### src/rtl/pr_pkg.sv
// Shared types and constants for the PageRank result write unit.
package pr_pkg;

   localparam int LANES = 8;
   localparam logic [2:0] AXI_SIZE_64B = 3'b110;
   localparam int OUT_W = 8;

   typedef enum logic [1:0] {
      IDLE,
      FILL,
      ISSUE
   } state_t;

   typedef struct packed {
      state_t               state;
      logic [OUT_W-1:0]     outstanding;
   } dbg_t;

   // Lane 0 sits in the most significant slot of the line, matching the array layout downstream.
   function automatic logic [2:0] lane_slot(input logic [2:0] lane);
      return 3'd7 - lane;
   endfunction

endpackage

### src/rtl/pr_write_unit_if.sv
// AXI write-channel bundle (AW/W/B) between the write unit and memory.
interface pr_write_unit_if #(
   parameter int ADDR_W = 64,
   parameter int LINE_W = 512,
   parameter int ID_W   = 16
);
   // Each channel transfers on the cycle where valid and ready are both high; a raised valid
   // holds its payload stable and stays up until that transfer, independent of the other channels.
   logic [ID_W-1:0]     awid_m;
   logic [ADDR_W-1:0]   awaddr_m;
   logic [7:0]          awlen_m;
   logic [2:0]          awsize_m;
   logic                awvalid_m;
   logic                awready_m;
   logic [ID_W-1:0]     wid_m;
   logic [LINE_W-1:0]   wdata_m;
   logic [LINE_W/8-1:0] wstrb_m;
   logic                wlast_m;
   logic                wvalid_m;
   logic                wready_m;
   logic [ID_W-1:0]     bid_m;
   logic [1:0]          bresp_m;
   logic                bvalid_m;
   logic                bready_m;

   modport master (
      output awid_m, awaddr_m, awlen_m, awsize_m, awvalid_m,
      output wid_m, wdata_m, wstrb_m, wlast_m, wvalid_m,
      output bready_m,
      input  awready_m, wready_m, bid_m, bresp_m, bvalid_m
   );

   modport slave (
      input  awid_m, awaddr_m, awlen_m, awsize_m, awvalid_m,
      input  wid_m, wdata_m, wstrb_m, wlast_m, wvalid_m,
      input  bready_m,
      output awready_m, wready_m, bid_m, bresp_m, bvalid_m
   );
endinterface

### src/rtl/pr_write_unit_line_coalescer.sv
// Holds one open 64-byte line: merges values into lanes and accumulates byte strobes.
module line_coalescer
   import pr_pkg::*;
#(
   parameter int ADDR_W = 64,
   parameter int LINE_W = 512,
   parameter int VAL_W  = 64
) (
   input  logic                clk,
   input  logic                reset_n,
   input  logic                load,
   input  logic                clear,
   input  logic [ADDR_W-7:0]   line_in,
   input  logic [2:0]          lane_in,
   input  logic [VAL_W-1:0]    value_in,
   output logic [ADDR_W-1:0]   line_addr,
   output logic [LINE_W-1:0]   data,
   output logic [LINE_W/8-1:0] strb,
   output logic                full,
   output logic                full_on_load
);
   localparam int SB = VAL_W / 8;

   logic [LINE_W/8-1:0] lane_mask;
   int                  slot;

   always_comb begin
      slot      = int'(lane_slot(lane_in));
      lane_mask = '0;
      lane_mask[SB*slot +: SB] = '1;
   end

   assign full         = &strb;
   assign full_on_load = &(strb | lane_mask);

   // A repeated lane simply overwrites its value, so the last write wins.
   always_ff @(posedge clk or negedge reset_n) begin
      if (!reset_n) begin
         line_addr <= '0;
         data      <= '0;
         strb      <= '0;
      end else if (clear) begin
         line_addr <= '0;
         data      <= '0;
         strb      <= '0;
      end else if (load) begin
         line_addr                  <= {line_in, 6'b0};
         data[VAL_W*slot +: VAL_W]  <= value_in;
         strb                       <= strb | lane_mask;
      end
   end

endmodule

### src/rtl/pr_write_unit.sv
// Coalesces (index, pagerank) results into 64-byte AXI line writes and tracks their responses.
module pr_write_unit
   import pr_pkg::*;
#(
   parameter int ADDR_W  = 64,
   parameter int LINE_W  = 512,
   parameter int VAL_W   = 64,
   parameter int ID_W    = 16,
   parameter int WR_ID   = 3,
   parameter int MAX_OUT = 4
) (
   input  logic              clk,
   input  logic              reset_n,
   input  logic [ADDR_W-1:0] base_addr,
   input  logic              in_valid,
   output logic              in_ready,
   input  logic [63:0]       in_index,
   input  logic [VAL_W-1:0]  in_value,
   input  logic              flush,
   output logic              done,
   output logic              err,
   output logic [63:0]       lines_written,
   pr_write_unit_if.master   axi,
   output dbg_t              dbg
);
   state_t             state;
   logic [OUT_W-1:0]   outstanding;
   logic               flush_pend;
   logic [ADDR_W-1:0]  addr;
   logic [ADDR_W-1:0]  line_addr;
   logic [LINE_W-1:0]  line_data;
   logic [LINE_W/8-1:0] line_strb;
   logic               full, full_on_load;
   logic               hit, room, flush_req, accept, go_issue;
   logic               aw_ok, w_ok, issue_done, b_fire;
   logic               unused_bits;

   assign addr        = base_addr + ADDR_W'(in_index << 3);
   assign hit         = addr[ADDR_W-1:6] == line_addr[ADDR_W-1:6];
   assign room        = outstanding < OUT_W'(MAX_OUT);
   assign flush_req   = flush | flush_pend;
   assign unused_bits = ^{addr[2:0], axi.bid_m};

   always_comb begin
      in_ready = 1'b0;
      case (state)
         IDLE:    in_ready = reset_n;
         FILL:    in_ready = reset_n && hit && !full && !flush_req;
         default: in_ready = 1'b0;
      endcase
   end

   assign accept     = in_valid && in_ready;
   // A full line, a flush or a result for another line all push the open line out, space permitting.
   assign go_issue   = (state == FILL) && room &&
                       (full || (accept && full_on_load) || flush_req || (in_valid && !hit));
   assign aw_ok      = !axi.awvalid_m || axi.awready_m;
   assign w_ok       = !axi.wvalid_m || axi.wready_m;
   assign issue_done = (state == ISSUE) && aw_ok && w_ok;
   assign b_fire     = axi.bvalid_m;

   line_coalescer #(
      .ADDR_W(ADDR_W),
      .LINE_W(LINE_W),
      .VAL_W (VAL_W)
   ) u_line (
      .clk         (clk),
      .reset_n     (reset_n),
      .load        (accept),
      .clear       (issue_done),
      .line_in     (addr[ADDR_W-1:6]),
      .lane_in     (addr[5:3]),
      .value_in    (in_value),
      .line_addr   (line_addr),
      .data        (line_data),
      .strb        (line_strb),
      .full        (full),
      .full_on_load(full_on_load)
   );

   always_ff @(posedge clk or negedge reset_n) begin
      if (!reset_n) begin
         state         <= IDLE;
         axi.awvalid_m <= 1'b0;
         axi.wvalid_m  <= 1'b0;
         outstanding   <= '0;
         lines_written <= '0;
         err           <= 1'b0;
         done          <= 1'b0;
         flush_pend    <= 1'b0;
      end else begin
         case (state)
            IDLE: if (accept) state <= FILL;
            FILL: if (go_issue) begin
               state         <= ISSUE;
               axi.awvalid_m <= 1'b1;
               axi.wvalid_m  <= 1'b1;
            end
            ISSUE: begin
               if (axi.awvalid_m && axi.awready_m) axi.awvalid_m <= 1'b0;
               if (axi.wvalid_m && axi.wready_m)   axi.wvalid_m  <= 1'b0;
               if (issue_done) state <= IDLE;
            end
            default: state <= IDLE;
         endcase

         outstanding <= outstanding + OUT_W'(issue_done) - OUT_W'(b_fire);
         if (b_fire) begin
            lines_written <= lines_written + 64'd1;
            if (axi.bresp_m != 2'b00) err <= 1'b1;
         end

         if (accept) done <= 1'b0;
         if (state == IDLE && flush_req && outstanding == '0 && !accept) begin
            done       <= 1'b1;
            flush_pend <= 1'b0;
         end else if (flush) begin
            flush_pend <= 1'b1;
         end
      end
   end

   assign axi.awid_m   = ID_W'(WR_ID);
   assign axi.awaddr_m = line_addr;
   assign axi.awlen_m  = 8'd0;
   assign axi.awsize_m = AXI_SIZE_64B;
   assign axi.wid_m    = ID_W'(WR_ID);
   assign axi.wdata_m  = line_data;
   assign axi.wstrb_m  = line_strb;
   assign axi.wlast_m  = 1'b1;
   assign axi.bready_m = 1'b1;
   assign dbg          = '{state: state, outstanding: outstanding};

endmodule
### src/flat_wrapper.sv
// flat-port wrapper written by rule: the top's interface ports become plain ports
module pr_write_unit_flat import pr_pkg::*;
#(
   parameter int ADDR_W  = 64,
   parameter int LINE_W  = 512,
   parameter int VAL_W   = 64,
   parameter int ID_W    = 16,
   parameter int WR_ID   = 3,
   parameter int MAX_OUT = 4
)
  (clk, reset_n, base_addr, in_valid, in_ready, in_index, in_value, flush, done, err, lines_written, dbg, axi_awid_m, axi_awaddr_m, axi_awlen_m, axi_awsize_m, axi_awvalid_m, axi_wid_m, axi_wdata_m, axi_wstrb_m, axi_wlast_m, axi_wvalid_m, axi_bready_m, axi_awready_m, axi_wready_m, axi_bid_m, axi_bresp_m, axi_bvalid_m);
  pr_write_unit_if #(.ADDR_W(ADDR_W), .LINE_W(LINE_W), .ID_W(ID_W)) axi_i ();
  input  logic clk;
  input  logic reset_n;
  input  logic [ADDR_W-1:0] base_addr;
  input  logic in_valid;
  output logic in_ready;
  input  logic [63:0] in_index;
  input  logic [VAL_W-1:0] in_value;
  input  logic flush;
  output logic done;
  output logic err;
  output logic [63:0] lines_written;
  output dbg_t dbg;
  output wire logic [$bits(axi_i.awid_m)-1:0] axi_awid_m;
  output wire logic [$bits(axi_i.awaddr_m)-1:0] axi_awaddr_m;
  output wire logic [$bits(axi_i.awlen_m)-1:0] axi_awlen_m;
  output wire logic [$bits(axi_i.awsize_m)-1:0] axi_awsize_m;
  output wire logic [$bits(axi_i.awvalid_m)-1:0] axi_awvalid_m;
  output wire logic [$bits(axi_i.wid_m)-1:0] axi_wid_m;
  output wire logic [$bits(axi_i.wdata_m)-1:0] axi_wdata_m;
  output wire logic [$bits(axi_i.wstrb_m)-1:0] axi_wstrb_m;
  output wire logic [$bits(axi_i.wlast_m)-1:0] axi_wlast_m;
  output wire logic [$bits(axi_i.wvalid_m)-1:0] axi_wvalid_m;
  output wire logic [$bits(axi_i.bready_m)-1:0] axi_bready_m;
  input wire logic [$bits(axi_i.awready_m)-1:0] axi_awready_m;
  input wire logic [$bits(axi_i.wready_m)-1:0] axi_wready_m;
  input wire logic [$bits(axi_i.bid_m)-1:0] axi_bid_m;
  input wire logic [$bits(axi_i.bresp_m)-1:0] axi_bresp_m;
  input wire logic [$bits(axi_i.bvalid_m)-1:0] axi_bvalid_m;
  assign axi_awid_m = axi_i.awid_m;
  assign axi_awaddr_m = axi_i.awaddr_m;
  assign axi_awlen_m = axi_i.awlen_m;
  assign axi_awsize_m = axi_i.awsize_m;
  assign axi_awvalid_m = axi_i.awvalid_m;
  assign axi_wid_m = axi_i.wid_m;
  assign axi_wdata_m = axi_i.wdata_m;
  assign axi_wstrb_m = axi_i.wstrb_m;
  assign axi_wlast_m = axi_i.wlast_m;
  assign axi_wvalid_m = axi_i.wvalid_m;
  assign axi_bready_m = axi_i.bready_m;
  assign axi_i.awready_m = axi_awready_m;
  assign axi_i.wready_m = axi_wready_m;
  assign axi_i.bid_m = axi_bid_m;
  assign axi_i.bresp_m = axi_bresp_m;
  assign axi_i.bvalid_m = axi_bvalid_m;
  pr_write_unit #(.ADDR_W(ADDR_W), .LINE_W(LINE_W), .VAL_W(VAL_W), .ID_W(ID_W), .WR_ID(WR_ID), .MAX_OUT(MAX_OUT)) u_core (.clk(clk), .reset_n(reset_n), .base_addr(base_addr), .in_valid(in_valid), .in_ready(in_ready), .in_index(in_index), .in_value(in_value), .flush(flush), .done(done), .err(err), .lines_written(lines_written), .axi(axi_i), .dbg(dbg));
endmodule
### config.mk
export PLATFORM = sky130hd
export DESIGN_NAME = pr_write_unit_flat
export DESIGN_NICKNAME = d
export VERILOG_FILES = /design/src/rtl/pr_pkg.sv /design/src/rtl/pr_write_unit_if.sv /design/src/rtl/pr_write_unit_line_coalescer.sv /design/src/rtl/pr_write_unit.sv /design/src/flat_wrapper.sv
export SDC_FILE = /design/constraint.sdc
export NUM_CORES = 1
export LEC_CHECK = 0
export BUFFER_PORTS_ARGS = -buffer_cell sky130_fd_sc_hd__buf_2
export CAP_MARGIN = 20
export CORE_AREA = 2 2 386 388
export DETAILED_ROUTE_END_ITERATION = 8
export DIE_AREA = 0 0 388 390
export PLACE_DENSITY = 0.53
export SETUP_SLACK_MARGIN = 0.4
export SYNTH_ARGS = -nofsm -noshare
export SYNTH_HDL_FRONTEND = slang
export SYNTH_HIERARCHICAL = 1
export SYNTH_SLANG_ARGS = --single-unit
### constraint.sdc
create_clock -name clk -period 4.6 [get_ports clk]
set_input_delay 0.23 -clock clk [delete_from_list [all_inputs] [get_ports clk]]
set_output_delay 0.23 -clock clk [all_outputs]
set_load 0.01 [all_outputs]
==> PnR_summary.wiki <==
{| class="wikitable"
! Metric !! Value
|-
| Effective utilization at floorplan || 0.231
|-
| Proportion of layout cells with a drive suffix above 1 || 0.386
|-
| Slew Limit Fails || 0
|-
| Post-detailed-route count of antenna-violating nets || 0
|-
| Post-synthesis cell count || 3,461
|-
| Number of synthesis warnings || 6
|-
| Die Span X || 388 µm
|-
| Inserted Clock Buffers || 84
|-
| Total setup violations reported at the end of the flow || 467
|-
| Maximum vdd ir drop || 0.000383 V
|-
| Sequential-to-total area share from yosys stat || 0.526
|-
| Post-CTS clock slew at the launch and capture registers of the worst setup and hold paths || 60 ps
|-
| Overall via count from detail_route || 32,300
|-
| Number of antenna violations at the first check in global routing || 12
|-
| Via count of the first global-routing pass || 31,800
|-
| Startpoint type of the worst setup path || input pin
|-
| Total design power || 26.5 mW
|-
| Mean Syn Cell Area || 9.80 µm²
|-
| Critical Path Fanout Max || 7
|-
| Worst hold-check slack || 65.4 ps
|-
| Number of inserted filler cells in the final layout || 15,300
|-
| Setup slack of the worst register-to-register path || -70 ps
|-
| Number of violations of the max-capacitance limit || 0
|-
| Category of the most critical setup path || in -> reg
|-
| Final min period || 4900 ps
|-
| Total number of clock tree sinks || 713
|-
| Area of the mapped netlist || 0.0339 mm²
|-
| Leak || 25.1 nW
|-
| Count of distinct cell types in the synthesized netlist || 94
|-
| Prevailing post-synth register cell || sky130_fd_sc_hd__dfrtp_1
|-
| Insertion delay of the later-clocked pin in the worst-skew pair || 680 ps
|-
| Site Rows || 141
|-
| Count of endpoints failing hold in the final timing report || 0
|-
| CTS tree || yes
|-
| Detailed-route wire length per cell || 24.1 µm
|-
| First-iteration detailed-routing DRC count || 2,190
|-
| Die span in y || 390 µm
|-
| Growth of design area from synthesis to finish || 47.3%
|-
| Power Dens Cells || 530 mW/mm²
|-
| PnR worst setup slack || -297 ps
|-
| Slew @ Worst Pin || 1230 ps
|-
| DRT Wirelength || 165,000 µm
|-
| Library cell contributing the largest single delay on the critical path || sky130_fd_sc_hd__or3b_4
|-
| Overall die area || 0.151 mm²
|-
| Post-route core utilization || 0.340
|-
| Routability congestion estimate || 0.922
|-
| Post-synthesis register bit count || 713
|-
| Maximum number of pins on one net before global-route repair || 143
|-
| Critical Path Max Stage Delay || 440 ps
|-
| Post-DP HPWL || 119,000 µm
|-
| First-pass GRT wire length || 229,000 µm
|-
| Total negative slack for setup checks || -69,340 ps
|-
| Total congestion overflow after global routing || 0
|-
| Number of DRC violations after detailed routing || 0
|-
| Total Routing Usage GR || 0.206
|-
| Number of enable flip-flop cells after synthesis || 0
|-
| First-pass DRT Iterations || 6
|-
| Core area || 0.147 mm²
|-
| CTS root buffer || sky130_fd_sc_hd__clkbuf_16
|-
| Worst max-slew margin expressed relative to the limit || 0.178
|-
| Crit path capture type || flip-flop
|-
| Required time at the worst-slack endpoint || 5160 ps
|-
| CTS HTree Levels || 3
|-
| Part of the cycle the worst path needs || 1.06
|-
| Final Net Count || 5,159
|-
| Cell chain of the critical path || buf_8 -> ha_4 -> fa_2 -> a211oi_4 -> buf_4 -> o21a_1 -> a21o_1 -> and3b_2 -> xnor3_1 -> a2111o_1 -> a211o_1 -> nor4_4 -> buf_4 -> and4_4 -> a31oi_4 -> nor2_4 -> or3b_4 -> buf_6 -> nor3_4 -> buf_6 -> nor2_4 -> buf_12 -> a22o_1
|-
| Status || finished, violations left
|-
| Failing checks || negative setup slack
|-
| Endpoint arrival time on the critical path || 5460 ps
|-
| # port buffers || 907
|-
| Clock Skew || 44.9 ps
|-
| Async SR Flop Fraction || 1.00
|-
| Fmax || 204 MHz
|-
| Unrepaired setup endpoints after global routing || yes
|-
| Clk buf depth || 3
|-
| Hold Path Class || in -> reg
|-
| Vias per cell || 4.71
|-
| Number of top-level pins || 981
|}
==> placed cells by master (no fill, tap or decap), types with 49 or more instances in the layout <==
master and instances:
sky130_fd_sc_hd__buf_2 904, sky130_fd_sc_hd__dfrtp_1 713, sky130_fd_sc_hd__nand2_1 577, sky130_fd_sc_hd__buf_4 517, sky130_fd_sc_hd__a21oi_1 305, sky130_fd_sc_hd__nor2_1 282
sky130_fd_sc_hd__a22o_1 240, sky130_fd_sc_hd__xnor2_1 108, sky130_fd_sc_hd__clkbuf_16 101, sky130_fd_sc_hd__ha_1 74, sky130_fd_sc_hd__a21oi_2 72, sky130_fd_sc_hd__dlygate4sd3_1 65
sky130_fd_sc_hd__xor2_1 65, sky130_fd_sc_hd__mux2i_1 60, sky130_fd_sc_hd__nand4_1 59, sky130_fd_sc_hd__o21ai_0 53, sky130_fd_sc_hd__nand3_1 52, sky130_fd_sc_hd__conb_1 51
sky130_fd_sc_hd__buf_12 49
==> per-layer routing <==
layer	GRT usage	share of wire	wire, µm
met5	0	0	0
met4	0.0669	0.032	5230
met3	0.0448	0.066	10900
met2	0.348	0.48	80100
met1	0.260	0.42	69000
==> final cells by class <==
type / instances / area (µm²) / area share
Antenna cell: 2 / 5.00 / 0.000100
Clock buffer: 114 / 2400 / 0.0481
Clock inverter: 32 / 430 / 0.00861
Inverter: 41 / 154 / 0.00308
Multi-Input combinational cell: 2434 / 15600 / 0.312
Sequential cell: 713 / 17800 / 0.357
Tap cell: 1930 / 2410 / 0.0483
Timing Repair Buffer: 1589 / 11100 / 0.223
==> synthesized netlist by cell type, types with 12 or more instances <==
cell,number,area share
sky130_fd_sc_hd__xor2_1,65,0.017
sky130_fd_sc_hd__xnor2_1,108,0.028
sky130_fd_sc_hd__a22o_1,240,0.062
sky130_fd_sc_hd__nand4_1,59,0.011
sky130_fd_sc_hd__o21ai_1,17,0.0025
sky130_fd_sc_hd__nand2_1,641,0.071
sky130_fd_sc_hd__clkbuf_1,117,0.013
sky130_fd_sc_hd__nand2b_1,12,0.0022
sky130_fd_sc_hd__ha_1,77,0.028
sky130_fd_sc_hd__nand3_1,52,0.0077
sky130_fd_sc_hd__dfrtp_1,713,0.53
sky130_fd_sc_hd__o21ai_0,55,0.0081
sky130_fd_sc_hd__and3_1,18,0.0033
sky130_fd_sc_hd__a211oi_1,18,0.0040
sky130_fd_sc_hd__and2_1,13,0.0024
sky130_fd_sc_hd__or3_1,14,0.0026
sky130_fd_sc_hd__mux2i_1,60,0.018
sky130_fd_sc_hd__buf_2,132,0.019
sky130_fd_sc_hd__a21o_1,25,0.0055
sky130_fd_sc_hd__nor4_1,13,0.0024
sky130_fd_sc_hd__a21oi_1,372,0.055
sky130_fd_sc_hd__inv_1,41,0.0045
sky130_fd_sc_hd__nor3_1,32,0.0047
sky130_fd_sc_hd__buf_4,62,0.014
sky130_fd_sc_hd__nor2_1,300,0.033
==> kinds of logic (layout without fill, tap and decap cells) <==
kind of cell / after synthesis / after routing / synth area share
other cells: 3 / 53 / 0.000332
compound gates: 848 / 848 / 0.167
mux: 62 / 62 / 0.0184
fa+ha+maj: 79 / 79 / 0.0296
flops: 713 / 713 / 0.526
simple gates: 1212 / 1212 / 0.155
buf+inv: 362 / 1776 / 0.0525
xor+xnor: 182 / 182 / 0.0510
==> flip-flops by register name, indices dropped and copies added, names as in the netlist <==
register	cells
u_core/u_line/line_addr	58
u_core/axi.awvalid_m	1
u_core/u_line/strb	64
u_core/flush_pend	1
u_core/state	2
u_core/err	1
u_core/u_line/data	512
u_core/axi.wvalid_m	1
u_core/done	1
u_core/outstanding	8
u_core/lines_written	64
==> worst max-delay path: cells and delay by family <==
family	cells	cell delay, ps
AND/OR/NAND/NOR	7	1740
XOR/XNOR	1	280
adder cells (fa/ha/maj)	2	570
buffers and inverters	6	970
AO/OA/AOI/OAI	7	1610
==> stage by stage <==
stage | setup slack (ps) | instance area [µm²] | instances
6_report | -297 | 50000 | 6855
5_1_grt | -425 | 50000 | 6854
4_1_cts | -354 | 48500 | 6818
3_5_place_dp | -1400 | 44300 | 6578
3_3_place_gp | -1430 | 44300 | 6577
2_1_floorplan | 113 | 34400 | 3509
==> path summary, 6_finish.rpt <==
check                                          from                     endpoint  cells past startpoint
max                                     in_index[0]      u_core/u_line/data[505]                     23
min                                    in_value[12]      u_core/u_line/data[332]                      3
max reg2reg                  u_core/u_line/strb[14]      u_core/u_line/data[505]                     21
min reg2reg                u_core/lines_written[63]     u_core/lines_written[63]                      1
max in group asynchronous                   reset_n  u_core/u_line/line_addr[10]                      5
min in group asynchronous                   reset_n       u_core/u_line/data[96]                      3
==> power breakdown <==
part,switching [mW],internal (mW),leakage [nW],total (mW)
clock,2.89,4.07,1.39,6.96
combinational,5.66,4.30,14.0,9.95
sequential,1.40,8.18,9.66,9.58
==> repair_timing <==
item,in CTS,in global routing
setup endpoints to repair,640,635
hold buffers,64,1
setup buffers,16,17
resized for setup,61,234
gates cloned,14,17
endpoints found under the hold margin,550,5
pin swaps,19,96
No activity file was read; power rests on OpenSTA's default activity.
